==> src/rtl/eth_crc_pkg.sv <==
// Shared constants, result bundle and byte-wise CRC-32 step for the
// Ethernet FCS stream checker.
package eth_crc_pkg;

  // Reflected IEEE 802.3 polynomial, preset and the register value a good
  // frame leaves once its FCS has been shifted through (no final XOR).
  localparam logic [31:0] CRC_POLY_REFL = 32'hEDB88320;
  localparam logic [31:0] CRC_INIT      = 32'hFFFFFFFF;
  localparam logic [31:0] CRC_RESIDUE   = 32'hDEBB20E3;

  // Frame length accumulator ceiling.
  localparam logic [15:0] LEN_MAX = 16'hFFFF;

  // Per-frame verdict, registered for exactly one cycle after the last beat.
  typedef struct packed {
    logic ok;
    logic err;
    logic runt;
  } result_t;

  // One byte through the reflected CRC, LSB first.
  function automatic logic [31:0] crc32_byte(input logic [31:0] crc,
                                             input logic [7:0]  data);
    logic [31:0] c;
    c = crc ^ {24'h0, data};
    for (int b = 0; b < 8; b++) begin
      c = c[0] ? ((c >> 1) ^ CRC_POLY_REFL) : (c >> 1);
    end
    return c;
  endfunction

endpackage

==> src/rtl/eth_crc32_nbyte.sv <==
// Combinational CRC-32 update over the first nbytes bytes of a data word,
// byte 0 (bits [7:0]) first. nbytes == 0 passes crc_in straight through.
module eth_crc32_nbyte
  import eth_crc_pkg::*;
#(
  parameter int BYTES = 4,
  parameter int NB_W  = $clog2(BYTES + 1)
) (
  input  logic [31:0]        crc_in,
  input  logic [8*BYTES-1:0] data,
  input  logic [NB_W-1:0]    nbytes,
  output logic [31:0]        crc_out
);

  // Chain the byte step across the word, stopping after nbytes bytes.
  always_comb begin
    // NOTE: crc_out gets a value before the loop so every path assigns it;
    // without that default the tool would infer a latch.
    crc_out = crc_in;
    for (int i = 0; i < BYTES; i++) begin
      if (NB_W'(i) < nbytes) begin
        crc_out = crc32_byte(crc_out, data[8*i +: 8]);
      end
    end
  end

endmodule

==> src/rtl/eth_crc32_stream_chk_w.sv <==
// Streaming Ethernet FCS checker: runs CRC-32 over every accepted beat,
// reports ok/err/runt one cycle after the last beat, and keeps saturating
// frame statistics.
module eth_crc32_stream_chk_w
  import eth_crc_pkg::*;
#(
  parameter int BYTES   = 4,
  parameter int MIN_LEN = 64,
  parameter int CNT_W   = 32
) (
  input  logic               clk,
  input  logic               rst,
  input  logic               enable,
  input  logic [8*BYTES-1:0] s_data,
  input  logic [BYTES-1:0]   s_keep,
  input  logic               s_valid,
  input  logic               s_last,
  output logic               s_ready,
  input  logic               clr_stats,
  output logic               crc_ok_pulse,
  output logic               crc_err_pulse,
  output logic               runt_pulse,
  output logic [15:0]        frame_len,
  output logic [CNT_W-1:0]   good_cnt,
  output logic [CNT_W-1:0]   bad_cnt,
  output logic [CNT_W-1:0]   runt_cnt
);

  localparam int              NB_W      = $clog2(BYTES + 1);
  localparam logic [16:0]     MIN_LEN_X = 17'(MIN_LEN);
  localparam logic [CNT_W-1:0] CNT_MAX  = '1;

  logic            accept;
  logic            frame_done;
  logic            keep_open;
  logic [NB_W-1:0] keep_run;
  logic [NB_W-1:0] nbytes;
  logic [31:0]     crc_reg;
  logic [31:0]     crc_next;
  logic [15:0]     len_acc;
  logic [16:0]     len_sum;
  logic [15:0]     len_next;
  logic            frame_ok;
  logic            frame_runt;
  result_t         res_q;

  // Back-pressure comes straight from enable; nothing inside ever stalls.
  assign s_ready    = enable;
  assign accept     = s_valid && enable;
  assign frame_done = accept && s_last;

  // Length of the LSB-contiguous run of set keep bits; anything above the
  // first clear bit is ignored.
  always_comb begin
    keep_run  = '0;
    keep_open = 1'b1;
    for (int i = 0; i < BYTES; i++) begin
      if (keep_open && s_keep[i]) begin
        keep_run = keep_run + NB_W'(1);
      end else begin
        keep_open = 1'b0;
      end
    end
  end

  // Non-last beats always carry a full word.
  assign nbytes = s_last ? keep_run : NB_W'(BYTES);

  eth_crc32_nbyte #(
    .BYTES (BYTES),
    .NB_W  (NB_W)
  ) u_crc (
    .crc_in  (crc_reg),
    .data    (s_data),
    .nbytes  (nbytes),
    .crc_out (crc_next)
  );

  // Running length including this beat, pinned at LEN_MAX.
  assign len_sum  = {1'b0, len_acc} + 17'(nbytes);
  assign len_next = len_sum[16] ? LEN_MAX : len_sum[15:0];

  // Verdicts for the frame closing on this beat. The runt test is written
  // as len + 1 <= MIN_LEN so MIN_LEN = 0 stays a meaningful comparison.
  assign frame_ok   = (crc_next == CRC_RESIDUE);
  assign frame_runt = (({1'b0, len_next} + 17'd1) <= MIN_LEN_X);

  // CRC and length accumulators: advance on each accepted beat and re-arm
  // on the last one so the next cycle can start a new frame immediately.
  always_ff @(posedge clk or posedge rst) begin
    // NOTE: state registers use non-blocking assignments so every flop
    // samples pre-edge values regardless of statement order.
    if (rst) begin
      crc_reg <= CRC_INIT;
      len_acc <= '0;
    end else if (accept) begin
      if (s_last) begin
        crc_reg <= CRC_INIT;
        len_acc <= '0;
      end else begin
        crc_reg <= crc_next;
        len_acc <= len_next;
      end
    end
  end

  // One-cycle verdict pulses and the captured length of the closed frame.
  always_ff @(posedge clk or posedge rst) begin
    if (rst) begin
      res_q     <= '0;
      frame_len <= '0;
    end else begin
      res_q.ok   <= frame_done &&  frame_ok;
      res_q.err  <= frame_done && !frame_ok;
      res_q.runt <= frame_done &&  frame_runt;
      if (frame_done) begin
        frame_len <= len_next;
      end
    end
  end

  assign crc_ok_pulse  = res_q.ok;
  assign crc_err_pulse = res_q.err;
  assign runt_pulse    = res_q.runt;

  // Saturating statistics, updated on the same edge that raises the pulse;
  // a coincident clear takes priority over any increment.
  always_ff @(posedge clk or posedge rst) begin
    if (rst) begin
      good_cnt <= '0;
      bad_cnt  <= '0;
      runt_cnt <= '0;
    end else if (clr_stats) begin
      good_cnt <= '0;
      bad_cnt  <= '0;
      runt_cnt <= '0;
    end else if (frame_done) begin
      if (frame_ok && (good_cnt != CNT_MAX)) begin
        good_cnt <= good_cnt + 1'b1;
      end
      if (!frame_ok && (bad_cnt != CNT_MAX)) begin
        bad_cnt <= bad_cnt + 1'b1;
      end
      if (frame_runt && (runt_cnt != CNT_MAX)) begin
        runt_cnt <= runt_cnt + 1'b1;
      end
    end
  end

endmodule

==> config.mk <==
export PLATFORM = sky130hd
export DESIGN_NAME = eth_crc32_stream_chk_w
export DESIGN_NICKNAME = d
export VERILOG_FILES = /design/src/rtl/eth_crc_pkg.sv /design/src/rtl/eth_crc32_nbyte.sv /design/src/rtl/eth_crc32_stream_chk_w.sv
export SDC_FILE = /design/constraint.sdc
export NUM_CORES = 1
export LEC_CHECK = 0
export CORE_MARGIN = 2
export CORE_UTILIZATION = 51
export CTS_CLUSTER_DIAMETER = 50
export DETAILED_ROUTE_END_ITERATION = 10
export PLACE_DENSITY = 0.72
export SKIP_CTS_REPAIR_TIMING = 1
export SLEW_MARGIN = 30
export SYNTH_ARGS = -nofsm -noshare
export SYNTH_HDL_FRONTEND = slang
export SYNTH_SLANG_ARGS = --single-unit
==> constraint.sdc <==
create_clock -name clk -period 13.3 [get_ports clk]
set_input_delay 1.995 -clock clk [delete_from_list [all_inputs] [get_ports clk]]
set_output_delay 1.995 -clock clk [all_outputs]
set_load 0.02 [all_outputs]
==> summary.txt <==
Clocking
  • CTS H-tree lvls: 4
  • Clock tree from TritonCTS: built
  • Insertion delay of the later-clocked pin in the worst-skew pair: 0.43 ns
  • Root buffer cell: sky130_fd_sc_hd__clkbuf_16
  • CTS sink count: 163
  • Clock buffer count from CTS: 17
  • Longest Clk Path Bufs: 2
  • Worst-path clk slew: 0.07 ns

Global route
  • Number of global-route vias before repair: 11310
  • Antenna violations before repair: 1
  • Overall fraction of global-route tracks in use: 28.39%
  • Global-route wire length before repair: 63.56 mm
  • GRT Residual Overflow: 0
  • Maximum number of pins on one net before global-route repair: 100

Placed design
  • Final weighted congestion in routability-driven placement: 0.9651
  • Post-DP HPWL: 30.28 mm
  • Quantity of I/O buffers inserted on ports: 157

Floorplan
  • Chip Width: 169.7 um
  • Site Rows: 60
  • Core ar.: 26950 um^2
  • Initial Util: 51.95%
  • I/O Pins: approximately 160
  • Die height: between 150 and 200 um
  • Overall die area: roughly 29000 um^2

Yosys
  • Per-instance average area after synthesis: 9.164 um^2
  • Post-Syn Nets: 1578
  • Seq/Total Area, Yosys: 29.42%
  • Synthesized cell area: 14000 um^2
  • Post-synthesis sequential element count: 163
  • Top flip-flop cell by instance count after synthesis: sky130_fd_sc_hd__dfrtp_1
  • Total number of yosys warnings: 0
  • Number of enable-type register cells in the synthesized netlist: 0
  • Netlist cell types: 93
  • Fraction of registers with async set/reset: 100.0%
  • Synthesized netlist cell count: 1528

Final layout
  • Number of nets in the final layout: 1684
  • Syn-to-layout area delta: 17.22%
  • Fraction of final layout cells with drive strength greater than 1: 9.532%
  • Inserted Diodes: 0

Detailed routing
  • Avg WL per Cell: about 21 um
  • DRC Markers: 0
  • Number of nets still failing antenna checks after routing: 0
  • Average via count per standard cell: 6.072
  • Vias after detailed routing: ~12000
  • First drt pass iteration count: 7
  • Iteration-0 DRC Markers: around 1100
  • Total wirelength of the detailed-routed design: 40.76 mm

STA
  • Share of the clock period used by the worst path: 75.19%
  • Slew margin rel.: 33.56%
  • Worst Clk Skew: 0.01260 ns
  • Final Max Slew Viols: 0
  • Final Hold Fails: 0
  • Least-Margin Pin Slew: about 1 ns
  • Post-layout min period: 10.00 ns
  • RSZ-0062 raised after global routing: no
  • Count of endpoints failing setup in the final report: 0
  • Total Neg Setup Slack: 0 ns
  • Maximum achievable frequency: 100.0 MHz

Critical path
  • Crit path kind: in -> reg
  • Setup crit start kind: primary input
  • Required time reported for the critical path endpoint: 13.64 ns
  • Data arrival time of the worst path: 10.34 ns
  • Element type at the critical path end: flip-flop
  • Critical path peak fanout: 62

Hold path
  • Worst min-delay path category: reg -> reg

Flow run
  • Number of maximum-capacitance constraint violations: 0

Outcome
  • Status: finished clean
## cell families (layout without fill, tap and decap cells)
logic type / Yosys count / count (layout) / share of synthesized area [%]
XOR/XNOR: 302 / 302 / 26.01
AO/OA/AOI/OAI: 351 / 351 / 15.99
multiplexers: 55 / 55 / 4.405
flip-flops: 163 / 163 / 29.42
AND/OR/NAND/NOR: 547 / 547 / 20.35
adder cells (fa/ha/maj): 8 / 8 / 0.7685
buffers and inverters: 102 / 221 / 3.065
## area by class of cell
cell class                      count  area [um^2]
Clock inverter                     14        181.4
Fill cell                        2276        10540
Timing Repair Buffer              166         1654
Inverter                           23        91.34
Clock buffer                       18        439.2
Sequential cell                   163         4119
Multi-Input combinational cell   1263         9502
Tap cell                          341        426.7
## cell usage in the layout, fill, tap and decap left out, types with 32 or more instances in the layout
master	instances
sky130_fd_sc_hd__a21oi_1	124
sky130_fd_sc_hd__and3_1	37
sky130_fd_sc_hd__clkdlybuf4s50_1	156
sky130_fd_sc_hd__dfrtp_1	131
sky130_fd_sc_hd__dfstp_2	32
sky130_fd_sc_hd__mux2i_1	41
sky130_fd_sc_hd__nand2_1	103
sky130_fd_sc_hd__nand3_1	68
sky130_fd_sc_hd__nor2_1	142
sky130_fd_sc_hd__o21ai_0	92
sky130_fd_sc_hd__or3_1	57
sky130_fd_sc_hd__xnor2_1	151
sky130_fd_sc_hd__xnor3_1	40
sky130_fd_sc_hd__xor2_1	75
## critical path, cell delays in order
cell	delay [ns]
sky130_fd_sc_hd__clkdlybuf4s50_1	0.91
sky130_fd_sc_hd__nand2b_2	0.70
sky130_fd_sc_hd__a21oi_1	0.68
sky130_fd_sc_hd__xnor2_1	0.20
sky130_fd_sc_hd__xnor2_2	0.39
sky130_fd_sc_hd__and3_1	0.27
sky130_fd_sc_hd__a211oi_1	0.08
sky130_fd_sc_hd__a2111oi_4	0.87
sky130_fd_sc_hd__xnor2_1	0.51
sky130_fd_sc_hd__xnor2_1	0.57
sky130_fd_sc_hd__xor2_1	0.19
sky130_fd_sc_hd__mux2i_1	0.12
sky130_fd_sc_hd__xnor2_1	0.46
sky130_fd_sc_hd__and3_1	0.22
sky130_fd_sc_hd__o221ai_1	0.15
sky130_fd_sc_hd__a211oi_1	0.51
sky130_fd_sc_hd__nand4_4	0.63
sky130_fd_sc_hd__or4_1	0.69
sky130_fd_sc_hd__a21oi_1	0.16
## synthesized netlist by cell type (10+ instances only)
master                     instances  area share, %
sky130_fd_sc_hd__a211oi_1         12           0.64
sky130_fd_sc_hd__a21oi_1         124            4.4
sky130_fd_sc_hd__a31oi_1          12           0.54
sky130_fd_sc_hd__and2_1           15           0.67
sky130_fd_sc_hd__and3_1           38            1.7
sky130_fd_sc_hd__clkbuf_1         61            1.6
sky130_fd_sc_hd__dfrtp_1         131             23
sky130_fd_sc_hd__dfstp_2          32            6.0
sky130_fd_sc_hd__inv_1            22           0.59
sky130_fd_sc_hd__mux2i_1          41            2.9
sky130_fd_sc_hd__nand2_1         106            2.8
sky130_fd_sc_hd__nand3_1          68            2.4
sky130_fd_sc_hd__nand4_1          23            1.0
sky130_fd_sc_hd__nor2_1          143            3.8
sky130_fd_sc_hd__nor3_1           10           0.36
sky130_fd_sc_hd__o21ai_0          92            3.3
sky130_fd_sc_hd__o22a_1           19            1.2
sky130_fd_sc_hd__o31ai_1          23            1.2
sky130_fd_sc_hd__or3_1            57            2.5
sky130_fd_sc_hd__or4_1            19            1.0
sky130_fd_sc_hd__xnor2_1         151            9.4
sky130_fd_sc_hd__xnor2_2          13            1.5
sky130_fd_sc_hd__xnor3_1          40            6.4
sky130_fd_sc_hd__xor2_1           75            4.7
## through the flow
| stage | instances | hold WS, ns | area [um^2] | util [%] | worst slack (ns) |
|---|---|---|---|---|---|
| finish | 1988 | 0.4767 | 16410 | 60.90 | 3.300 |
| global route | 1988 | 0.5049 | 16410 | 60.90 | 2.705 |
| CTS | 1987 | 0.4834 | 16380 | 60.78 | 3.369 |
| detailed placement | 1955 | 0.4680 | 15760 | 58.48 | 2.889 |
| global placement | 1955 | 0.4629 | 15740 | 58.42 | 3.082 |
| floorplan | 1528 | 0.4491 | 14000 | - | 5.702 |
## metal layers
layer  wire length (um)  GRT usage (%)  up-vias  part of all wire [%]
met5                 13              0        -                 0.032
met4                918          7.246        2                   2.3
met3               3237          6.133       61                   7.9
met2              18400          43.83      471                    45
met1              18190          40.63     5858                    45
li1                   -              -     5680                     -
## path summary, 6_finish.rpt
path	slack, ns	depth (start not counted)	end	startpoint
worst max-delay path	3.30	19	good_cnt[11]$_DFFE_PP0P_	s_last
worst min-delay path	0.48	2	frame_len[9]$_DFFE_PP0P_	frame_len[9]$_DFFE_PP0P_
worst max register to register	5.31	19	good_cnt[11]$_DFFE_PP0P_	crc_reg[3]$_DFFE_PP1P_
worst min register to register	0.48	2	frame_len[9]$_DFFE_PP0P_	frame_len[9]$_DFFE_PP0P_
max in group asynchronous	10.03	3	frame_len[15]$_DFFE_PP0P_	rst
min in group asynchronous	2.08	2	crc_err_pulse$_DFF_PP0_	rst
Power is left out: the tool's default activity adds up to more than one toggle a clock period on the data nets, which glitch-free logic cannot reach.
